==> src/rtl/bcd_play_timer_if.sv <==
// Control and display bundle of the BCD mm:ss play timer.
// The master drives the controls; the timer (slave) drives the display digits and flags.
interface bcd_play_timer_if #(
  parameter int MIN_DIGITS = 2
) ();
  logic                    tick;
  logic                    start;
  logic                    pause;
  logic                    clear;
  logic                    dir;
  logic                    load;
  logic [4*MIN_DIGITS-1:0] load_min;
  logic [7:0]              load_sec;
  logic                    lap;
  logic [3:0]              sec_ones;
  logic [3:0]              sec_tens;
  logic [4*MIN_DIGITS-1:0] min_bcd;
  logic                    running;
  logic                    done;
  logic                    ovf;

  modport master (
    output tick, start, pause, clear, dir, load,
    output load_min, load_sec, lap,
    input  sec_ones, sec_tens, min_bcd,
    input  running, done, ovf
  );

  modport slave (
    input  tick, start, pause, clear, dir, load,
    input  load_min, load_sec, lap,
    output sec_ones, sec_tens, min_bcd,
    output running, done, ovf
  );
endinterface

==> src/rtl/bcd_play_timer.sv <==
// BCD mm:ss play timer: up/down count on tick, run/pause/clear,
// lap freeze of the display and a terminal-count flag.
module bcd_play_timer #(
  parameter int MIN_DIGITS = 2,
  parameter bit WRAP       = 1'b0
) (
  input logic             clk,
  input logic             rst,
  bcd_play_timer_if.slave bus
);

  localparam int W  = 4*MIN_DIGITS + 8;
  localparam int ND = MIN_DIGITS + 2;
  localparam logic [W-1:0] MAXV = {{MIN_DIGITS{4'h9}}, 8'h59};

  localparam logic [1:0] S_IDLE  = 2'd0;
  localparam logic [1:0] S_RUN   = 2'd1;
  localparam logic [1:0] S_PAUSE = 2'd2;
  localparam logic [1:0] S_DONE  = 2'd3;

  // Digit 1 is seconds tens (0..5); every other digit is 0..9.
  function automatic logic [3:0] lim(input int i);
    return (i == 1) ? 4'd5 : 4'd9;
  endfunction

  function automatic logic [3:0] sat(input logic [3:0] d,
                                     input logic [3:0] m);
    return (d > m) ? m : d;
  endfunction

  function automatic logic [W-1:0] inc(input logic [W-1:0] v);
    logic [W-1:0] r;
    logic         c;
    r = v;
    c = 1'b1;
    for (int i = 0; i < ND; i++) begin
      if (c) begin
        if (v[4*i +: 4] == lim(i)) begin
          r[4*i +: 4] = 4'd0;
        end else begin
          r[4*i +: 4] = v[4*i +: 4] + 4'd1;
          c = 1'b0;
        end
      end
    end
    return r;
  endfunction

  function automatic logic [W-1:0] dec(input logic [W-1:0] v);
    logic [W-1:0] r;
    logic         b;
    r = v;
    b = 1'b1;
    for (int i = 0; i < ND; i++) begin
      if (b) begin
        if (v[4*i +: 4] == 4'd0) begin
          r[4*i +: 4] = lim(i);
        end else begin
          r[4*i +: 4] = v[4*i +: 4] - 4'd1;
          b = 1'b0;
        end
      end
    end
    return r;
  endfunction

  function automatic logic [W-1:0] clamp(
    input logic [4*MIN_DIGITS-1:0] m,
    input logic [7:0]              s
  );
    logic [W-1:0] r;
    r      = '0;
    r[3:0] = sat(s[3:0], 4'd9);
    r[7:4] = sat(s[7:4], 4'd5);
    for (int i = 0; i < MIN_DIGITS; i++) begin
      r[8+4*i +: 4] = sat(m[4*i +: 4], 4'd9);
    end
    return r;
  endfunction

  logic [1:0]   state_q, state_d;
  logic [W-1:0] cnt_q, cnt_d;
  logic [W-1:0] snap_q, snap_d;
  logic [W-1:0] disp_q, disp_d;
  logic         dir_q, dir_d;
  logic         frz_q, frz_d;
  logic         run_q, done_q, done_d;
  logic         ovf_q, ovf_d;
  logic         zero, at_max, start_ok;
  logic [W-1:0] nxt_dn;

  assign zero   = (cnt_q == '0);
  assign at_max = (cnt_q == MAXV);
  assign nxt_dn = dec(cnt_q);

  // Down from zero is pointless; up from a saturated DONE is too.
  assign start_ok = bus.dir ? !zero
                  : !(!WRAP && at_max && state_q == S_DONE);

  always_comb begin
    state_d = state_q;
    cnt_d   = cnt_q;
    dir_d   = dir_q;
    done_d  = 1'b0;
    ovf_d   = 1'b0;
    frz_d   = frz_q ^ bus.lap;
    snap_d  = (bus.lap && !frz_q) ? cnt_q : snap_q;
    if (bus.clear) begin
      state_d = S_IDLE;
      cnt_d   = '0;
      frz_d   = 1'b0;
    end else if (bus.load && state_q != S_RUN) begin
      cnt_d = clamp(bus.load_min, bus.load_sec);
    end else if (bus.pause) begin
      if (state_q == S_RUN) state_d = S_PAUSE;
    end else if (bus.start && state_q != S_RUN) begin
      if (start_ok) begin
        state_d = S_RUN;
        dir_d   = bus.dir;
      end
    end else if (bus.tick && state_q == S_RUN) begin
      if (!dir_q) begin
        if (!at_max) begin
          cnt_d = inc(cnt_q);
        end else if (WRAP) begin
          cnt_d = '0;
          ovf_d = 1'b1;
        end else begin
          done_d  = 1'b1;
          state_d = S_DONE;
        end
      end else if (zero || nxt_dn == '0) begin
        cnt_d   = '0;
        done_d  = 1'b1;
        state_d = S_DONE;
      end else begin
        cnt_d = nxt_dn;
      end
    end
    disp_d = frz_d ? snap_d : cnt_d;
  end

  always_ff @(posedge clk) begin
    if (rst) begin
      state_q <= S_IDLE;
      cnt_q   <= '0;
      snap_q  <= '0;
      disp_q  <= '0;
      dir_q   <= 1'b0;
      frz_q   <= 1'b0;
      run_q   <= 1'b0;
      done_q  <= 1'b0;
      ovf_q   <= 1'b0;
    end else begin
      state_q <= state_d;
      cnt_q   <= cnt_d;
      snap_q  <= snap_d;
      disp_q  <= disp_d;
      dir_q   <= dir_d;
      frz_q   <= frz_d;
      run_q   <= (state_d == S_RUN);
      done_q  <= done_d;
      ovf_q   <= ovf_d;
    end
  end

  assign bus.sec_ones = disp_q[3:0];
  assign bus.sec_tens = disp_q[7:4];
  assign bus.min_bcd  = disp_q[W-1:8];
  assign bus.running  = run_q;
  assign bus.done     = done_q;
  assign bus.ovf      = ovf_q;

endmodule
==> src/flat_wrapper.sv <==
// flat-port wrapper written by rule: the top's interface ports become plain ports
module bcd_play_timer_flat 
#(
  parameter int MIN_DIGITS = 2,
  parameter bit WRAP       = 1'b0
)
  (clk, rst, bus_tick, bus_start, bus_pause, bus_clear, bus_dir, bus_load, bus_load_min, bus_load_sec, bus_lap, bus_sec_ones, bus_sec_tens, bus_min_bcd, bus_running, bus_done, bus_ovf);
  bcd_play_timer_if #(.MIN_DIGITS(MIN_DIGITS)) bus_i ();
  input logic clk;
  input logic rst;
  input wire logic [$bits(bus_i.tick)-1:0] bus_tick;
  input wire logic [$bits(bus_i.start)-1:0] bus_start;
  input wire logic [$bits(bus_i.pause)-1:0] bus_pause;
  input wire logic [$bits(bus_i.clear)-1:0] bus_clear;
  input wire logic [$bits(bus_i.dir)-1:0] bus_dir;
  input wire logic [$bits(bus_i.load)-1:0] bus_load;
  input wire logic [$bits(bus_i.load_min)-1:0] bus_load_min;
  input wire logic [$bits(bus_i.load_sec)-1:0] bus_load_sec;
  input wire logic [$bits(bus_i.lap)-1:0] bus_lap;
  output wire logic [$bits(bus_i.sec_ones)-1:0] bus_sec_ones;
  output wire logic [$bits(bus_i.sec_tens)-1:0] bus_sec_tens;
  output wire logic [$bits(bus_i.min_bcd)-1:0] bus_min_bcd;
  output wire logic [$bits(bus_i.running)-1:0] bus_running;
  output wire logic [$bits(bus_i.done)-1:0] bus_done;
  output wire logic [$bits(bus_i.ovf)-1:0] bus_ovf;
  assign bus_i.tick = bus_tick;
  assign bus_i.start = bus_start;
  assign bus_i.pause = bus_pause;
  assign bus_i.clear = bus_clear;
  assign bus_i.dir = bus_dir;
  assign bus_i.load = bus_load;
  assign bus_i.load_min = bus_load_min;
  assign bus_i.load_sec = bus_load_sec;
  assign bus_i.lap = bus_lap;
  assign bus_sec_ones = bus_i.sec_ones;
  assign bus_sec_tens = bus_i.sec_tens;
  assign bus_min_bcd = bus_i.min_bcd;
  assign bus_running = bus_i.running;
  assign bus_done = bus_i.done;
  assign bus_ovf = bus_i.ovf;
  bcd_play_timer #(.MIN_DIGITS(MIN_DIGITS), .WRAP(WRAP)) u_core (.clk(clk), .rst(rst), .bus(bus_i));
endmodule
==> config.mk <==
export PLATFORM = sky130hd
export DESIGN_NAME = bcd_play_timer_flat
export DESIGN_NICKNAME = d
export VERILOG_FILES = /design/src/rtl/bcd_play_timer_if.sv /design/src/rtl/bcd_play_timer.sv /design/src/flat_wrapper.sv
export SDC_FILE = /design/constraint.sdc
export NUM_CORES = 1
export LEC_CHECK = 0
export BUFFER_PORTS_ARGS = -buffer_cell sky130_fd_sc_hd__buf_2
export CORE_MARGIN = 2
export CORE_UTILIZATION = 59
export DETAILED_ROUTE_END_ITERATION = 8
export PLACE_DENSITY = 0.91
export SLEW_MARGIN = 0
export SYNTH_ARGS = -nofsm -noshare
export SYNTH_HDL_FRONTEND = slang
export SYNTH_SLANG_ARGS = --single-unit
==> constraint.sdc <==
create_clock -name clk -period 3 [get_ports clk]
set_input_delay 0.15 -clock clk [delete_from_list [all_inputs] [get_ports clk]]
set_output_delay 0.15 -clock clk [all_outputs]
set_load 0.005 [all_outputs]
* After elaboration in Yosys (flattened, before gate mapping)
Index checks and enable logic that the tools add are counted.
** Cells by class
- Eq/ne operators :: 9
- Divide/modulo/power cells :: 0
- Mux-type cells :: 74
- Shift-type cells :: 0
- Bitwise operators :: 5
- Reductions and logical operators :: 17
- $lt $le $gt $ge :: 4
- Multipliers :: 0
- $add $sub $neg :: 8
** Operators with widths (number)
- 2-to-1 mux 16 bit :: 10
- 2-to-1 mux 4 bit :: 18
- 2-to-1 mux 1 bit :: 36
- logical NOT 16 bit :: 2
- 2-to-1 mux 2 bit :: 10
- adder 4 x 1 -> 4 bit (second input constant) :: 4
- == test 16 bit (second input constant) :: 1
- logical NOT 4 bit :: 4
- subtractor 4 x 1 -> 4 bit (second input constant) :: 4
- == test 4 bit (second input constant) :: 3
- > comparator 4 bit (second input constant) :: 3
- OR reduction 6 bit :: 1
- logical AND 1 bit :: 5
- AND reduction 5 bit :: 1
- == test 2 x 1 -> 1 bit (second input constant) :: 2
- == test 4 x 3 -> 1 bit (second input constant) :: 1
- > comparator 4 x 3 -> 1 bit (second input constant) :: 1
- NOT 1 bit :: 4
- logical NOT 1 bit :: 3
- == test 2 bit (second input constant) :: 1
- != test 2 x 1 -> 1 bit (second input constant) :: 1
- logical OR 1 bit :: 1
- XOR 1 bit :: 1
** Word-level totals
- Flip-flop bits (word level) :: 54
- Latch bits :: 0
- Output and inout port bits :: 19
- Memories :: 0
- Memory bits (writable) :: 0
- Bits in read-only memories :: 0
- Word-level logic and storage cells :: 125

* Longest topological paths before layout
Gate-level depths: netlist of the first run.
- Depth in word-level cells :: 34
- Depth in mapped cells :: 11
- Depth with buffers taken out :: 8

* Worst setup path before layout of the first run
No wires, ideal clock.
- Kind :: flip-flop to flip-flop
- Start :: reg u_core.cnt_q[4]
- End :: reg u_core.cnt_q[0]
- Data arrival time :: 2346 ps
- Data required time :: 2863 ps
- Path slack :: 516 ps
- Setup time :: 137 ps
- Clock period less this slack :: 2484 ps
- Cell stages (with the launch flop) :: 11
- Path through :: dfxtp_1 > clkbuf_1 > inv_1 > ha_1 > or4b_1 > nor3_1 > nor3_1 > nand4b_1 > buf_2 > a311oi_1 > a211oi_1
** On the way
- Longest elaborated chain between the ends :: 14
** Ends and longest elaborated chain
- start, declared :: line bcd_play_timer.sv:82 : logic [W-1:0] cnt_q, cnt_d;
- start signal, assigned :: line bcd_play_timer.sv:156 : cnt_q <= cnt_d;
- parallel branches: the longest is 8 deep, another holds subtractor 4 x 1 -> 4 bit
- 2-to-1 mux 16 bit * :: line bcd_play_timer.sv:122 : if (!dir_q) begin
- 2-to-1 mux 16 bit * :: line bcd_play_timer.sv:121 : end else if (bus.tick && state_q == S_RUN) begin
- 2-to-1 mux 16 bit * :: line bcd_play_timer.sv:116 : end else if (bus.start && state_q != S_RUN) begin
- 2-to-1 mux 16 bit * :: line bcd_play_timer.sv:114 : end else if (bus.pause) begin
- 2-to-1 mux 16 bit * :: line bcd_play_timer.sv:112 : end else if (bus.load && state_q != S_RUN) begin
- 2-to-1 mux 16 bit * :: line bcd_play_timer.sv:108 : if (bus.clear) begin
Mark *: on every way between the ends.
A chain may end at the register's enable or synchronous reset.

* Final worst setup path of the first run
- Start :: reg u_core.cnt_q[1]
- End :: reg u_core.disp_q[3]
** On the way
- Longest elaborated chain between the ends :: 15
** Ends and longest elaborated chain
- logical NOT 4 bit :: line bcd_play_timer.sv:56 : if (v[4*i +: 4] == 4'd0) begin
- 2-to-1 mux 1 bit :: line bcd_play_timer.sv:56
- 2-to-1 mux 1 bit (2 in series) :: line bcd_play_timer.sv:55 : if (b) begin
- 2-to-1 mux 4 bit :: line bcd_play_timer.sv:55
- logical NOT 16 bit :: line bcd_play_timer.sv:132 : end else if (zero || nxt_dn == '0) begin
- logical OR 1 bit :: line bcd_play_timer.sv:132
- 2-to-1 mux 16 bit :: line bcd_play_timer.sv:132
- 2-to-1 mux 16 bit * :: line bcd_play_timer.sv:122
- 2-to-1 mux 16 bit * :: line bcd_play_timer.sv:121
- 2-to-1 mux 16 bit * :: line bcd_play_timer.sv:116
- 2-to-1 mux 16 bit * :: line bcd_play_timer.sv:114
- 2-to-1 mux 16 bit * :: line bcd_play_timer.sv:112
- 2-to-1 mux 16 bit * :: line bcd_play_timer.sv:108
- 2-to-1 mux 16 bit * :: line bcd_play_timer.sv:140 : disp_d = frz_d ? snap_d : cnt_d;
- end signal, assigned :: line bcd_play_timer.sv:158 : disp_q <= disp_d;
- end, declared :: line bcd_play_timer.sv:84 : logic [W-1:0] disp_q, disp_d;
Every way passes the cells marked *; elsewhere a longest branch is shown, timed or not.

==> results of run 1 <==
-- flip-flops by register name, indices dropped and copies added, names as in the netlist --
register and count:
u_core.state_q 2, u_core.bus.done 1, u_core.frz_q 1, u_core.snap_q 16, u_core.bus.running 1, u_core.dir_q 1
u_core.cnt_q 16, u_core.disp_q 16
-- worst reg2reg max path: cells and delay by family, from the launching register on --
kind                     cells  cell delay, ps
flip-flops                   1             400
AO/OA/AOI/OAI                3             560
AND/OR/NAND/NOR              3            1130
adder cells (fa/ha/maj)      1             260
buffers and inverters        2             330
-- where the power goes --
group	internal [mW]	total [mW]	leakage [nW]	switching [mW]
combinational	0.141	0.354	1.20	0.213
clock	0.169	0.430	0.0447	0.260
sequential	0.743	0.775	0.440	0.0321
-- metrics by stage --
step	power, mW	instance area [um^2]
floorplan	1.03	3800
global placement	1.12	4000
detailed placement	1.13	4000
CTS	1.54	4090
global route	1.61	4090
finish	1.56	4090
-- worst max path at each step --
stage,depth (start not counted),endpoint,startpoint
detailed placement,9,u_core.disp_q[3]$_SDFF_PP0_,u_core.cnt_q[1]$_SDFF_PP0_
floorplan,10,u_core.cnt_q[0]$_SDFF_PP0_,u_core.cnt_q[4]$_SDFF_PP0_
global route,9,u_core.cnt_q[0]$_SDFF_PP0_,u_core.cnt_q[1]$_SDFF_PP0_
finish,9,u_core.disp_q[3]$_SDFF_PP0_,u_core.cnt_q[1]$_SDFF_PP0_
global placement,9,u_core.cnt_q[0]$_SDFF_PP0_,u_core.cnt_q[1]$_SDFF_PP0_
CTS,9,u_core.disp_q[3]$_SDFF_PP0_,u_core.cnt_q[1]$_SDFF_PP0_
-- final cells by class --
| type | count | area [um^2] |
|---|---|---|
| clock buffers | 5 | 68.8 |
| clock inverters | 3 | 25.0 |
| fillers | 500 | 2190 |
| inverters | 20 | 75.1 |
| multi-input cells | 346 | 2440 |
| flip-flops and latches | 54 | 1080 |
| well taps | 77 | 96.3 |
| repair buffers | 55 | 308 |
-- cell families after synthesis --
logic type,count (synthesis),synth area share
AOI/OAI and AO/OA,120,0.215
xor gates and xnor gates,3,0.00692
adders and majority gates,14,0.0461
buffers and inverters,57,0.0741
DFF,54,0.284
muxes,28,0.0856
other,1,0.000987
and+or+nand+nor,180,0.287
-- cell usage in the layout (no fill, tap or decap), types with 3 or more instances in the layout --
| cell | Yosys | routed |
|---|---|---|
| inv_1 | 20 | 20 |
| o31ai_1 | 6 | 6 |
| nor2_1 | 47 | 47 |
| nor4_1 | 3 | 3 |
| o21ai_0 | 20 | 20 |
| mux2i_1 | 22 | 22 |
| clkbuf_8 | 0 | 5 |
| o22ai_1 | 4 | 4 |
| nor3_1 | 22 | 22 |
| and3b_1 | 4 | 4 |
| nand2b_1 | 3 | 3 |
| a2bb2oi_1 | 3 | 3 |
| nor2b_1 | 7 | 7 |
| dfxtp_1 | 54 | 54 |
| o211ai_1 | 4 | 4 |
| and2_1 | 3 | 3 |
| nand4b_1 | 4 | 4 |
| nand3_1 | 9 | 9 |
| a221oi_1 | 4 | 4 |
| or4_1 | 3 | 3 |
| nand2_1 | 30 | 30 |
| ha_1 | 14 | 14 |
| a31oi_1 | 12 | 12 |
| nor3b_1 | 4 | 4 |
| nand3b_1 | 3 | 3 |
| nand4_1 | 10 | 10 |
| buf_2 | 11 | 42 |
| buf_4 | 3 | 13 |
| a211oi_1 | 7 | 7 |
| a21oi_1 | 30 | 30 |
| and3_1 | 3 | 3 |
-- per-layer routing --
metal	vias up	routed length, um	global-route usage
met4	0	423	0.119
met2	300	5070	0.485
met5	-	0	0
li1	1740	-	-
met1	1844	4420	0.425
met3	50	1420	0.0610
==> out/metrics.csv, run 1 <==
metric,value,unit
Vias/cell,7.03,
max incr delay on CP,690,ps
IO buf count,42,
kind of critical path,reg -> reg,
Diodes inserted,0,
Worst Tran Pin Value,978,ps
Die X-Extent,84.3,um
RR Endpoint,u_core.disp_q[3]$_SDFF_PP0_,
Power Density,381,nW/um^2
Final Skew,7.18,ps
cell with the most instances after synthesis,dfxtp_1,
Mapped Area,3800,um^2
final hold slack,82.7,ps
most instantiated cells after synthesis,"dfxtp_1, nor2_1, a21oi_1, nand2_1",
total wire length,11300,um
Hold Fails Final Rpt,0,
largest net degree at the start of global routing,26,
final setup TNS,0,ps
unrepaired setup endpoints after global routing,false,
number of routed nets with antenna violations,0,
syn nets,496,
placed cell count,552,
post-synthesis sequential area ratio,0.284,
Synth top area share,0.284,
Post-synth ARST share,0,
Final Max Slew Viols,0,
Lkg Pwr,1.69,nW
io pins,44,
CP Launch Type,flop,
CTS tree,built,
share of cells above drive strength 1,0.195,
FF-to-FF Start,u_core.cnt_q[1]$_SDFF_PP0_,
clock-pin slew on the worst setup and hold paths,100,ps
"non-filler cells, final",560,
"Req. time, crit path",3220,ps
Mean Syn Cell Area,8.31,um^2
Worst slew margin,0.347,
slowest library cell on the worst path,nor3b_4,
status,"complete, no violations",
Post-CTS Setup Bufs,0,
Total GRT Usage,0.311,
FF-to-FF setup slack,240,ps
Register-to-Register Path Depth,9,
WL/cell,20.2,um
row cnt,29,
Core Box Area,6280,um^2
initial antenna violation count,0,
number of synthesized flops with an enable pin,0,
maximum VDD drop,0.355,mV
FMAX,0.362,GHz
Critical Path Sink Type,flop,
vias in the first global route,3584,
Starting DRT DRC Count,543,
cts repair resizes,0,
clock sinks,54,
clk_lat worst skew,310,ps
GRT overflow,0,
via count,3934,
maximum fanout along the worst path,16,
fin nets,521,
Yosys reg bits,54,
Worst Path Buf+Inv,2,
max cap viols,0,
dominant cell type by area after synthesis,dfxtp_1,
min-delay src,bus_clear,
first drt pass iteration count,7,
crit share post-route,0.921,
Detailed Place HPWL,8070,um
hold_buf cts,0,
Root Buffer,clkbuf_8,
minimum clock period,2760,ps
die area,7100,um^2
Arrival @ worst endpoint,2980,ps
Worst Hold Depth,2,
Hold Path End,u_core.disp_q[0]$_SDFF_PP0_,
first-pass GRT wire length,17900,um
CP cell instances,"inv_1, ha_1, nor3b_4, a211oi_1, nor3_1, nand4b_1, buf_4, a31oi_1, o31ai_1",
Synth area leaders,"dfxtp_1, mux2i_1, nor2_1, ha_1, a21oi_1",
ys flop type,dfxtp_1,
fin util,0.652,
Yosys cell types,82,
Die Ht,84.3,um
CTS Buf Count,5,
Final setup viols,0,
drt drc,0,
H-tree depth,2,
Layout area overhead,7.67,%
CP top delay family,simple AND/OR/NAND/NOR gates,
Longest Clk Path Bufs,2,
GP Congestion,0.981,
"Warnings, synthesis",0,
class of the worst hold path,in -> reg,
Place WS,376,ps
Starting Density,0.605,
Cells after Synth,457,
post-route setup slack,238,ps
No activity file was read; power rests on OpenSTA's default activity.
==> run 2, diff against run 1 <==
--- a/config.mk
+++ b/config.mk
@@ -10,6 +10,7 @@
 export CORE_UTILIZATION = 59
 export DETAILED_ROUTE_END_ITERATION = 8
 export PLACE_DENSITY = 0.91
+export REMOVE_ABC_BUFFERS = 1
 export SLEW_MARGIN = 0
 export SYNTH_ARGS = -nofsm -noshare
 export SYNTH_HDL_FRONTEND = slang
==> out/metrics.csv, run 2 (synthesis results as in run 1) <==
metric,value,unit
io pins,44,
total wire length,11300,um
clk_lat worst skew,310,ps
"Req. time, crit path",3250,ps
clock-pin slew on the worst setup and hold paths,100,ps
IO buf count,42,
drt drc,0,
first drt pass iteration count,6,
Starting DRT DRC Count,610,
clock share of power,0.310,
Starting Density,0.605,
Arrival @ worst endpoint,2950,ps
number of routed nets with antenna violations,0,
Total GRT Usage,0.319,
class of the worst hold path,in -> reg,
kind of critical path,reg -> reg,
clock sinks,54,
Worst slew margin,0.281,
status,"complete, no violations",
Lkg Pwr,1.72,nW
unrepaired setup endpoints after global routing,false,
Hold Fails Final Rpt,0,
post-route setup slack,303,ps
placed cell count,556,
most frequent cells in the layout,"dfxtp_1, nor2_1, buf_2, nand2_1, a21oi_1",
die area,7100,um^2
crit share post-route,0.899,
design area,4140,um^2
Post-CTS Setup Bufs,0,
biggest registers after layout,"u_core.cnt_q: 16 flops, u_core.disp_q: 16 flops, u_core.snap_q: 16 flops",
WL/cell,20.0,um
largest net degree at the start of global routing,30,
Vias/cell,6.96,
Critical Path Sink Type,flop,
Final Max Slew Viols,0,
"commonest non-fill, non-tap cell in the layout",dfxtp_1,
vias in the first global route,3698,
Detailed Place HPWL,8180,um
CTS tree,built,
via count,3923,
Worst Tran Pin Value,1080,ps
Diodes inserted,0,
FMAX,0.371,GHz
placed inst area,4030,um^2
GRT overflow,0,
Final Skew,7.31,ps
GP Congestion,0.974,
maximum fanout along the worst path,11,
power share of the sequential group,0.472,
Sw Ratio,0.305,
minimum clock period,2700,ps
hold_buf cts,0,
CP Launch Type,flop,
Root Buffer,clkbuf_8,
Place WS,379,ps
first-pass GRT wire length,18400,um
Die Ht,84.3,um
Power Density,397,nW/um^2
maximum VDD drop,0.395,mV
net switching power,0.502,mW
share of cells above drive strength 1,0.201,
P_int,1.14,mW
final setup TNS,0,ps
Final setup viols,0,
H-tree depth,2,
row cnt,29,
Comb power frac,0.217,
"non-filler cells, final",564,
Longest Clk Path Bufs,2,
CTS Buf Count,5,
Die X-Extent,84.3,um
Layout area overhead,9.05,%
max cap viols,0,
fin nets,525,
initial antenna violation count,0,
Core Box Area,6280,um^2
cts repair resizes,0,
fin util,0.660,
==> run 2: cell types whose count changed in the layout (fill, tap and decap cells not counted) <==
cell / before / now
buf_4: 13 / 17
bufinv_16: 0 / 1
clkinvlp_4: 1 / 0
==> run 2: path summary, 6_finish.rpt <==
kind	startpoint	slack [ps]	depth (start not counted)	to
setup reg to reg	u_core.cnt_q[5]$_SDFF_PP0_	300	9	u_core.bus.done$_SDFF_PP0_
setup / recovery	u_core.cnt_q[5]$_SDFF_PP0_	300	9	u_core.bus.done$_SDFF_PP0_
hold reg to reg	u_core.snap_q[4]$_SDFF_PP0_	510	2	u_core.snap_q[4]$_SDFF_PP0_
hold / removal	bus_clear	70	2	u_core.disp_q[0]$_SDFF_PP0_
==> run 2: layout make-up <==
type	count	area [um^2]
flip-flops and latches	54	1080
multi-input cells	346	2440
well taps	77	96.3
clock buffers	5	68.8
repair buffers	59	338
fillers	499	2130
clock inverters	3	47.5
inverters	20	75.1
==> run 2: worst max-delay path, cell delays in order, from the launching register on <==
cell and delay (ps):
dfxtp_1 520, inv_1 130, ha_1 310, or4b_1 530, nor3_1 140, nor3_1 80
nand4b_1 170, buf_4 190, a21boi_0 350, o21a_1 200
==> run 2: layer usage <==
layer | part of all wire | track usage
met5 | 0 | 0
met1 | 0.38 | 0.402
met4 | 0.046 | 0.120
met2 | 0.48 | 0.545
met3 | 0.098 | 0.0551
==> run 2: power by group through the flow <==
| stage | registers (mW) | logic [mW] | clock network, mW |
|---|---|---|---|
| after global routing | 0.780 | 0.386 | 0.532 |
| after global placement | 0.790 | 0.334 | 0 |
| after CTS | 0.775 | 0.349 | 0.508 |
| final | 0.777 | 0.358 | 0.511 |
| after detailed placement | 0.792 | 0.346 | 0 |
| after floorplan | 0.788 | 0.222 | 0 |
==> run 2: per-stage QoR <==
step | hold slack [ps] | power [mW]
5_1_grt | 82.6 | 1.70
4_1_cts | 75.3 | 1.63
2_1_floorplan | 219 | 1.01
6_report | 70.9 | 1.65
3_5_place_dp | 404 | 1.14
3_3_place_gp | 395 | 1.12
